===== src/rtl/pocket_pkg.sv =====
// Shared bridge-bus types for the Pocket APF core: address/data words,
// read-tracking tag carried through the read latency pipeline, and a
// byte-reversal helper for endian conversion.
package pocket_pkg;

  typedef logic [31:0] bridge_addr_t;
  typedef logic [31:0] bridge_data_t;

  localparam int BRIDGE_MAX_SLAVES = 16;

  // One in-flight read: whether it is live, whether it decoded to a slave,
  // whether its data must be byte-reversed, and which slave it targets.
  typedef struct packed {
    logic       valid;
    logic       hit;
    logic       swap;
    logic [3:0] index;
  } bridge_rd_tag_t;

  function automatic bridge_data_t bswap32(input bridge_data_t d);
    return {d[7:0], d[15:8], d[23:16], d[31:24]};
  endfunction

endpackage


===== src/rtl/bridge_rd_pipe.sv =====
// Fixed-depth shift register of read tags. A tag entering at tag_in appears
// at tag_out DEPTH cycles later; reset clears every stage so no stale read
// can complete after reset is released.
module bridge_rd_pipe
  import pocket_pkg::*;
#(
  parameter int DEPTH = 1
) (
  input  logic           clk,
  input  logic           reset_n,
  input  bridge_rd_tag_t tag_in,
  output bridge_rd_tag_t tag_out
);

  bridge_rd_tag_t stages [DEPTH];

  // Shift tags one stage per cycle; reset discards all in-flight reads.
  always_ff @(posedge clk or negedge reset_n) begin
    if (!reset_n) begin
      for (int i = 0; i < DEPTH; i++) begin
        stages[i] <= '0;
      end
    end else begin
      stages[0] <= tag_in;
      for (int i = 1; i < DEPTH; i++) begin
        stages[i] <= stages[i-1];
      end
    end
  end

  assign tag_out = stages[DEPTH-1];

endmodule


===== src/rtl/bridge_demux.sv =====
// One-master to NUM_SLAVES-slave bridge fabric. Decodes the master address
// against per-slave base/mask windows (lowest index wins), registers the
// address/data/strobes for the selected slave, and returns read data after
// the request stage plus RD_LATENCY cycles of slave latency.
// Optional feature macro: BRIDGE_DEMUX_ENDIAN_SWAP_EN (per-slave byte swap
// when master and slave endianness differ).
module bridge_demux
  import pocket_pkg::*;
#(
  parameter int                         NUM_SLAVES    = 4,
  parameter logic [NUM_SLAVES*32-1:0]   SLAVE_BASE    = '0,
  parameter logic [NUM_SLAVES*32-1:0]   SLAVE_MASK    = {NUM_SLAVES{32'hF000_0000}},
  parameter int                         RD_LATENCY    = 1,
  parameter logic [31:0]                UNMAPPED_DATA = 32'hFFFF_FFFF,
  parameter logic [NUM_SLAVES-1:0]      SLAVE_LITTLE  = '0
) (
  input  logic                         clk,
  input  logic                         reset_n,
  input  logic [31:0]                  m_addr,
  input  logic [31:0]                  m_wr_data,
  input  logic                         m_wr,
  input  logic                         m_rd,
  input  logic                         m_endian_little,
  output logic [31:0]                  m_rd_data,
  output logic [31:0]                  s_addr,
  output logic [NUM_SLAVES*32-1:0]     s_wr_data,
  output logic [NUM_SLAVES-1:0]        s_wr,
  output logic [NUM_SLAVES-1:0]        s_rd,
  input  logic [NUM_SLAVES*32-1:0]     s_rd_data,
  output logic                         unmapped_err,
  output logic                         proto_err
);

  logic [NUM_SLAVES-1:0]    hit_vec;
  logic [NUM_SLAVES-1:0]    sel_onehot;
  logic                     hit_any;
  logic [3:0]               hit_idx;
  logic                     swap_sel;
  logic [NUM_SLAVES*32-1:0] wr_lanes;
  bridge_rd_tag_t           req_tag;
  bridge_rd_tag_t           tail_tag;
  bridge_data_t             rd_sel;

  // Address decode: match every window, then keep only the lowest-index hit.
  always_comb begin
    hit_vec    = '0;
    sel_onehot = '0;
    hit_idx    = '0;
    swap_sel   = 1'b0;
    for (int i = 0; i < NUM_SLAVES; i++) begin
      hit_vec[i] = ((m_addr & SLAVE_MASK[32*i +: 32]) ==
                    (SLAVE_BASE[32*i +: 32] & SLAVE_MASK[32*i +: 32]));
    end
    for (int i = NUM_SLAVES - 1; i >= 0; i--) begin
      if (hit_vec[i]) begin
        sel_onehot    = '0;
        sel_onehot[i] = 1'b1;
        hit_idx       = 4'(i);
`ifdef BRIDGE_DEMUX_ENDIAN_SWAP_EN
        swap_sel      = (m_endian_little != SLAVE_LITTLE[i]);
`else
        swap_sel      = 1'b0;
`endif
      end
    end
    hit_any = |hit_vec;
  end

  // Per-lane write data, byte-reversed for slaves of the other endianness.
  always_comb begin
    wr_lanes = '0;
    for (int i = 0; i < NUM_SLAVES; i++) begin
`ifdef BRIDGE_DEMUX_ENDIAN_SWAP_EN
      wr_lanes[32*i +: 32] = (m_endian_little != SLAVE_LITTLE[i]) ?
                             bswap32(m_wr_data) : m_wr_data;
`else
      wr_lanes[32*i +: 32] = m_wr_data;
`endif
    end
  end

`ifndef BRIDGE_DEMUX_ENDIAN_SWAP_EN
  logic unused_endian;
  assign unused_endian = ^{m_endian_little, SLAVE_LITTLE};
`endif

  // Request stage: register address/data and one-cycle strobes; a read that
  // collides with a write is dropped and flagged as a protocol error.
  always_ff @(posedge clk or negedge reset_n) begin
    if (!reset_n) begin
      s_addr       <= '0;
      s_wr_data    <= '0;
      s_wr         <= '0;
      s_rd         <= '0;
      unmapped_err <= 1'b0;
      proto_err    <= 1'b0;
      req_tag      <= '0;
    end else begin
      s_wr         <= m_wr ? sel_onehot : '0;
      s_rd         <= (m_rd && !m_wr) ? sel_onehot : '0;
      unmapped_err <= (m_wr || m_rd) && !hit_any;
      proto_err    <= m_wr && m_rd;
      if (m_wr || m_rd) begin
        s_addr    <= m_addr;
        s_wr_data <= wr_lanes;
      end
      req_tag.valid <= m_rd && !m_wr;
      req_tag.hit   <= hit_any;
      req_tag.swap  <= swap_sel;
      req_tag.index <= hit_idx;
    end
  end

  // The request-stage tag travels RD_LATENCY more cycles, lining up with the
  // slave presenting its data RD_LATENCY cycles after its s_rd strobe.
  bridge_rd_pipe #(
    .DEPTH (RD_LATENCY)
  ) u_rd_pipe (
    .clk     (clk),
    .reset_n (reset_n),
    .tag_in  (req_tag),
    .tag_out (tail_tag)
  );

  // Select the read data lane of the slave named by the completing tag.
  always_comb begin
    rd_sel = '0;
    for (int i = 0; i < NUM_SLAVES; i++) begin
      if (tail_tag.index == 4'(i)) begin
        rd_sel = s_rd_data[32*i +: 32];
      end
    end
  end

  // Completion: load returned data (or the unmapped pattern) and hold it
  // until the next read completes.
  always_ff @(posedge clk or negedge reset_n) begin
    if (!reset_n) begin
      m_rd_data <= '0;
    end else if (tail_tag.valid) begin
      if (!tail_tag.hit) begin
        m_rd_data <= UNMAPPED_DATA;
      end else if (tail_tag.swap) begin
        m_rd_data <= bswap32(rd_sel);
      end else begin
        m_rd_data <= rd_sel;
      end
    end
  end

endmodule


===== config.mk =====
export PLATFORM = sky130hd
export DESIGN_NAME = bridge_demux
export DESIGN_NICKNAME = d
export VERILOG_FILES = /design/src/rtl/pocket_pkg.sv /design/src/rtl/bridge_rd_pipe.sv /design/src/rtl/bridge_demux.sv
export SDC_FILE = /design/constraint.sdc
export NUM_CORES = 1
export LEC_CHECK = 0
export CAP_MARGIN = 20
export CORE_AREA = 2 2 154 156
export DETAILED_ROUTE_END_ITERATION = 8
export DIE_AREA = 0 0 156 158
export HOLD_SLACK_MARGIN = 0.06
export PLACE_DENSITY_LB_ADDON = 0.2
export SETUP_SLACK_MARGIN = 0.1
export SYNTH_ARGS = -nofsm -noshare
export SYNTH_HDL_FRONTEND = slang
export SYNTH_SLANG_ARGS = --single-unit

===== constraint.sdc =====
create_clock -name clk -period 1.5 [get_ports clk]
set_clock_uncertainty 0.2 [all_clocks]
set_input_delay 0.225 -clock clk [delete_from_list [all_inputs] [get_ports clk]]
set_output_delay 0.225 -clock clk [all_outputs]
set_load 0.1 [all_outputs]

# Word-level counts from Yosys, hierarchy flattened
# Index checks and enable logic that the tools add are counted.
dict set report word_totals {
  regBits 206
  out_inout_bits 202
  word_cells 22
}
dict set report classes {
  n_mux 4
  n_reduce_logical 7
}
# cell count
set ops {}
lappend ops {{zero test 32 bit} 1}
lappend ops {{two-way mux 32 bit} 1}
lappend ops {{two-way mux 4 bit} 2}
lappend ops {{logical AND 1 bit} 3}
lappend ops {{zero test 1 bit} 2}
lappend ops {{logical OR 1 bit} 1}
lappend ops {{two-way mux 1 bit} 1}

# Logic depth before layout (Yosys ltp)
dict set report depth {
  depth_word 3
  depth_mapped 4
  ltp_nobuf 2
}

# Modules after synthesis
# From an unflattened synthesis, not the netlist that was laid out.
dict set report hier_totals {
  cells_unflattened 489
  hier_area_um2 6123.4
}
# module instances cells_per_inst area_per_inst_um2
set modules_own_cells {}
lappend modules_own_cells {bridge_demux 1 482 5948.2}
lappend modules_own_cells {bridge_rd_pipe 1 7 175.2}

# Worst setup path after synthesis
# No wires, ideal clock.
dict set report synth_path {
  path_kind {register -> output}
  from {register s_wr_data[100]}
  to {output port s_wr_data[100]}
  arrival_ps 1373
  t_required_ps 1075
  slack_ps -298
  stages_incl_launch_ff 2
  path_buffers 1
  path_cell_list {dfrtp_1 > buf_4}
}
# element line
set synth_rtl {}
lappend synth_rtl {{start: declaration} bridge_demux.sv:26} ;# output logic [NUM_SLAVES*32-1:0] s_wr_data,
lappend synth_rtl {{start signal: assignment} bridge_demux.sv:105} ;# s_wr_data <= wr_lanes;
# No word-level cell between the ends.

==> results.md <==
- Leading post-synthesis cells by cell area: dfrtp_1 (53%), buf_4 (16%), mux2_4 (15%)
- First-pass DRT Iterations: 4
- Root buffer cell: clkbuf_16
- EDFF count, synth: 0
- Crit path buffers/inverters: 1
- CTS tree: yes
- GRT Total Usage: 11.07%
- Avg Inst Size Synth: between 10 and 15 sq um
- Fin Setup TNS: -0.7166 ns
- FMAX: approximately 660 MHz
- Sequential fraction of the synthesis area: between 50 and 60%
- Top-count cell post-synth: dfrtp_1
- Initial drt markers: 83
- Die height: around 160 um
- Worst-path cell chain: buf_12
- IO Pins: around 400
- Leakage: ~0.0044 uW
- Crit-path max cell delay: around 0.56 ns
- CP top delay family: flip-flops
- Power Dens Cells: about 1100 mW/mm^2
- Fraction of layout cells with a size suffix above 1: 60.65%
- First-pass GRT wire length: around 21000 um
- FF+latch count, synth: about 100
- Async S/R FF share, synth: 100.0%
- Pin count of the biggest net entering global routing: around 110
- Antenna Nets Post-Route: 0
- Unrepaired setup endpoints after global routing: yes
- Area grow syn2layout: 106.4%
- Critical path peak fanout: 5
- Fin util: 44.04%
- Max IR drop VDD: 456.8 uV
- Htree depth: 3
- Setup-failing EPs final: a little over 100
- N_diodes: 0
- Synth Cell Area: ~0.0049 sq mm
- Worst setup slack after layout: -0.02664 ns
- Drc violations: 0
- Skew-Pair Late Insertion Delay: between 0.3 and 0.4 ns
- Vias in the first global route: roughly 3700
- Initial antenna violation count: 0
- Req. time, crit path: between 1 and 1.5 ns
- CP endpoint kind: output port
- Final hold slack: between 0.1 and 0.15 ns
- CP max-delay cell: dfrtp_4
- DIE AREA: around 0.025 sq mm
- Vias per std cell: 3.893
- Post-synth top area cell: dfrtp_1
- Critical path launch point type: flop
- Core Box Area: between 0.02 and 0.025 sq mm
- Overflow after GRT: 0
- Failing checks: setup timing
- Filler instances: just over 2000
- Final Slew Violations: 0
- Nets: ~800
- Main synth FF type: dfrtp_1
- # Max-Cap Violations: 0
- Setup CP Type: reg -> out
- Num CTS Buffers: 9
- Clock-pin slew on the worst setup and hold paths: 0.07 ns
- GPL Wtd Cong: between 0.7 and 0.8
- Final period util: 101.8%
- Top-area cell type share of the netlist area: about 53%
- Post-DP HPWL: roughly 11000 um
- Slew margin rel.: 60.67%
- Longest Clk Path Bufs: 2
- Dpl cells: 869
- HP Class: reg -> reg
- Detailed Route WL: roughly 14000 um
- I/O Buffers: roughly 300
- Post-Layout Cell Count: 905
- Syn Inst Count: ~390
- Die W: 156 um
- Hold Fails Final Rpt: 0
- Slew @ Worst Pin: around 0.6 ns
- Cell variety after synth: 19
- Most frequent cells after synthesis: dfrtp_1 (104), buf_4 (102), mux2_4 (49)
- DR vias: approximately 3500
- Final period demand of the worst path: roughly 1.5 ns
- Routed wire length per instance: 16.00 um
- Row count: 56
- Total number of yosys warnings: 0
- Initial core utilization: a little over a fifth
- WP data arrival: 1.10 ns
- Status: complete, but fails checks
- Sink Count: ~100
[power breakdown]
| part | internal [uW] | total (uW) | switching [uW] | leakage, uW |
|---|---|---|---|---|
| Sequential | 3050 | 3440 | 390 | 0.00107 |
| Combinational | 2020 | 5480 | 3460 | 0.00319 |
| Clock | 1510 | 2560 | 1050 | 0.000156 |
| Total | 6580 | 11500 | 4900 | 0.00442 |
[kinds of logic after synthesis]
group	after synthesis	synth area share (%)
compound gates	32	4.172
buf+inv	149	21.09
flops	104	52.91
mux	64	18.39
other cells	1	0.07624
simple gates	38	3.358
[flip-flops by register name, summed over array words and instances (netlist names)]
register	flops
m_rd_data	32
proto_err	1
req_tag	2
s_addr	32
s_rd	1
s_wr	1
s_wr_data	32
u_rd_pipe.tag_out	2
unmapped_err	1
[worst register-to-register path, cell delays in order, from the launching register on]
cell and delay, ns:
dfrtp_4 0.57, buf_4 0.21, o22a_1 0.22
[worst paths after layout]
check                                startpoint              endpoint  slack (ns)  cells past startpoint
min reg2reg                          req_tag[5]  u_rd_pipe.tag_out[5]        0.14                      0
min                                  req_tag[5]  u_rd_pipe.tag_out[5]        0.14                      0
max                              s_wr_data[106]         s_wr_data[10]       -0.03                      1
min in group asynchronous               reset_n         m_rd_data[16]        0.29                      3
max reg2reg                u_rd_pipe.tag_out[6]         m_rd_data[28]        0.19                      2
max in group asynchronous               reset_n        s_wr_data[121]        0.30                      3
[per-layer routing]
metal | vias up | wire length [um] | global-route usage, %
li1 | 1601 | - | -
met1 | 1735 | 5802 | 13.78
met2 | 177 | 7292 | 18.18
met3 | 10 | 1220 | 3.559
met4 | 0 | 166 | 3.670
met5 | - | 0 | 0
[placed cells by master (no fill, tap or decap), types with 3 or more instances in the layout]
cell type	netlist	final
dfrtp_2	0	33
conb_1	1	6
nor2_1	31	31
and2_1	3	3
mux2_2	15	15
clkbuf_16	0	10
a31oi_1	30	30
inv_1	30	30
mux2_4	49	49
dfrtp_1	104	38
buf_4	102	21
dfrtp_4	0	33
clkdlybuf4s50_1	0	96
buf_12	5	201
[layout make-up]
cell class                 instances  area (sq um)  area share (%)
clock inverter                     5         81.33          0.8011
tap                              290         362.8           3.574
timing repair buffer             325          5283           52.03
inverter                          30         112.6           1.109
clock buffer                      11         242.7           2.391
multi-input combinational        140          1303           12.83
sequential                       104          2768           27.26
[metrics by stage]
stage | power (uW) | worst slack (ns) | area [sq um]
floorplan | 6943 | 0.1017 | 5099
global placement | 8914 | -0.3709 | 9593
detailed placement | 8937 | -0.4046 | 9593
CTS | 11610 | -0.05147 | 10030
global route | 11860 | -0.05843 | 10150
finish | 11480 | -0.02664 | 10150
[repair_timing]
item | CTS | global route
hold buffers | 1 | 0
setup buffers | 4 | 12
pin swaps | 0 | 1
endpoints found under the setup margin | 201 | 181
cloned | 2 | 1
resized for setup | 3 | 2
endpoints found under the hold margin | 104 | 0
No activity file was read; power rests on OpenSTA's default activity.
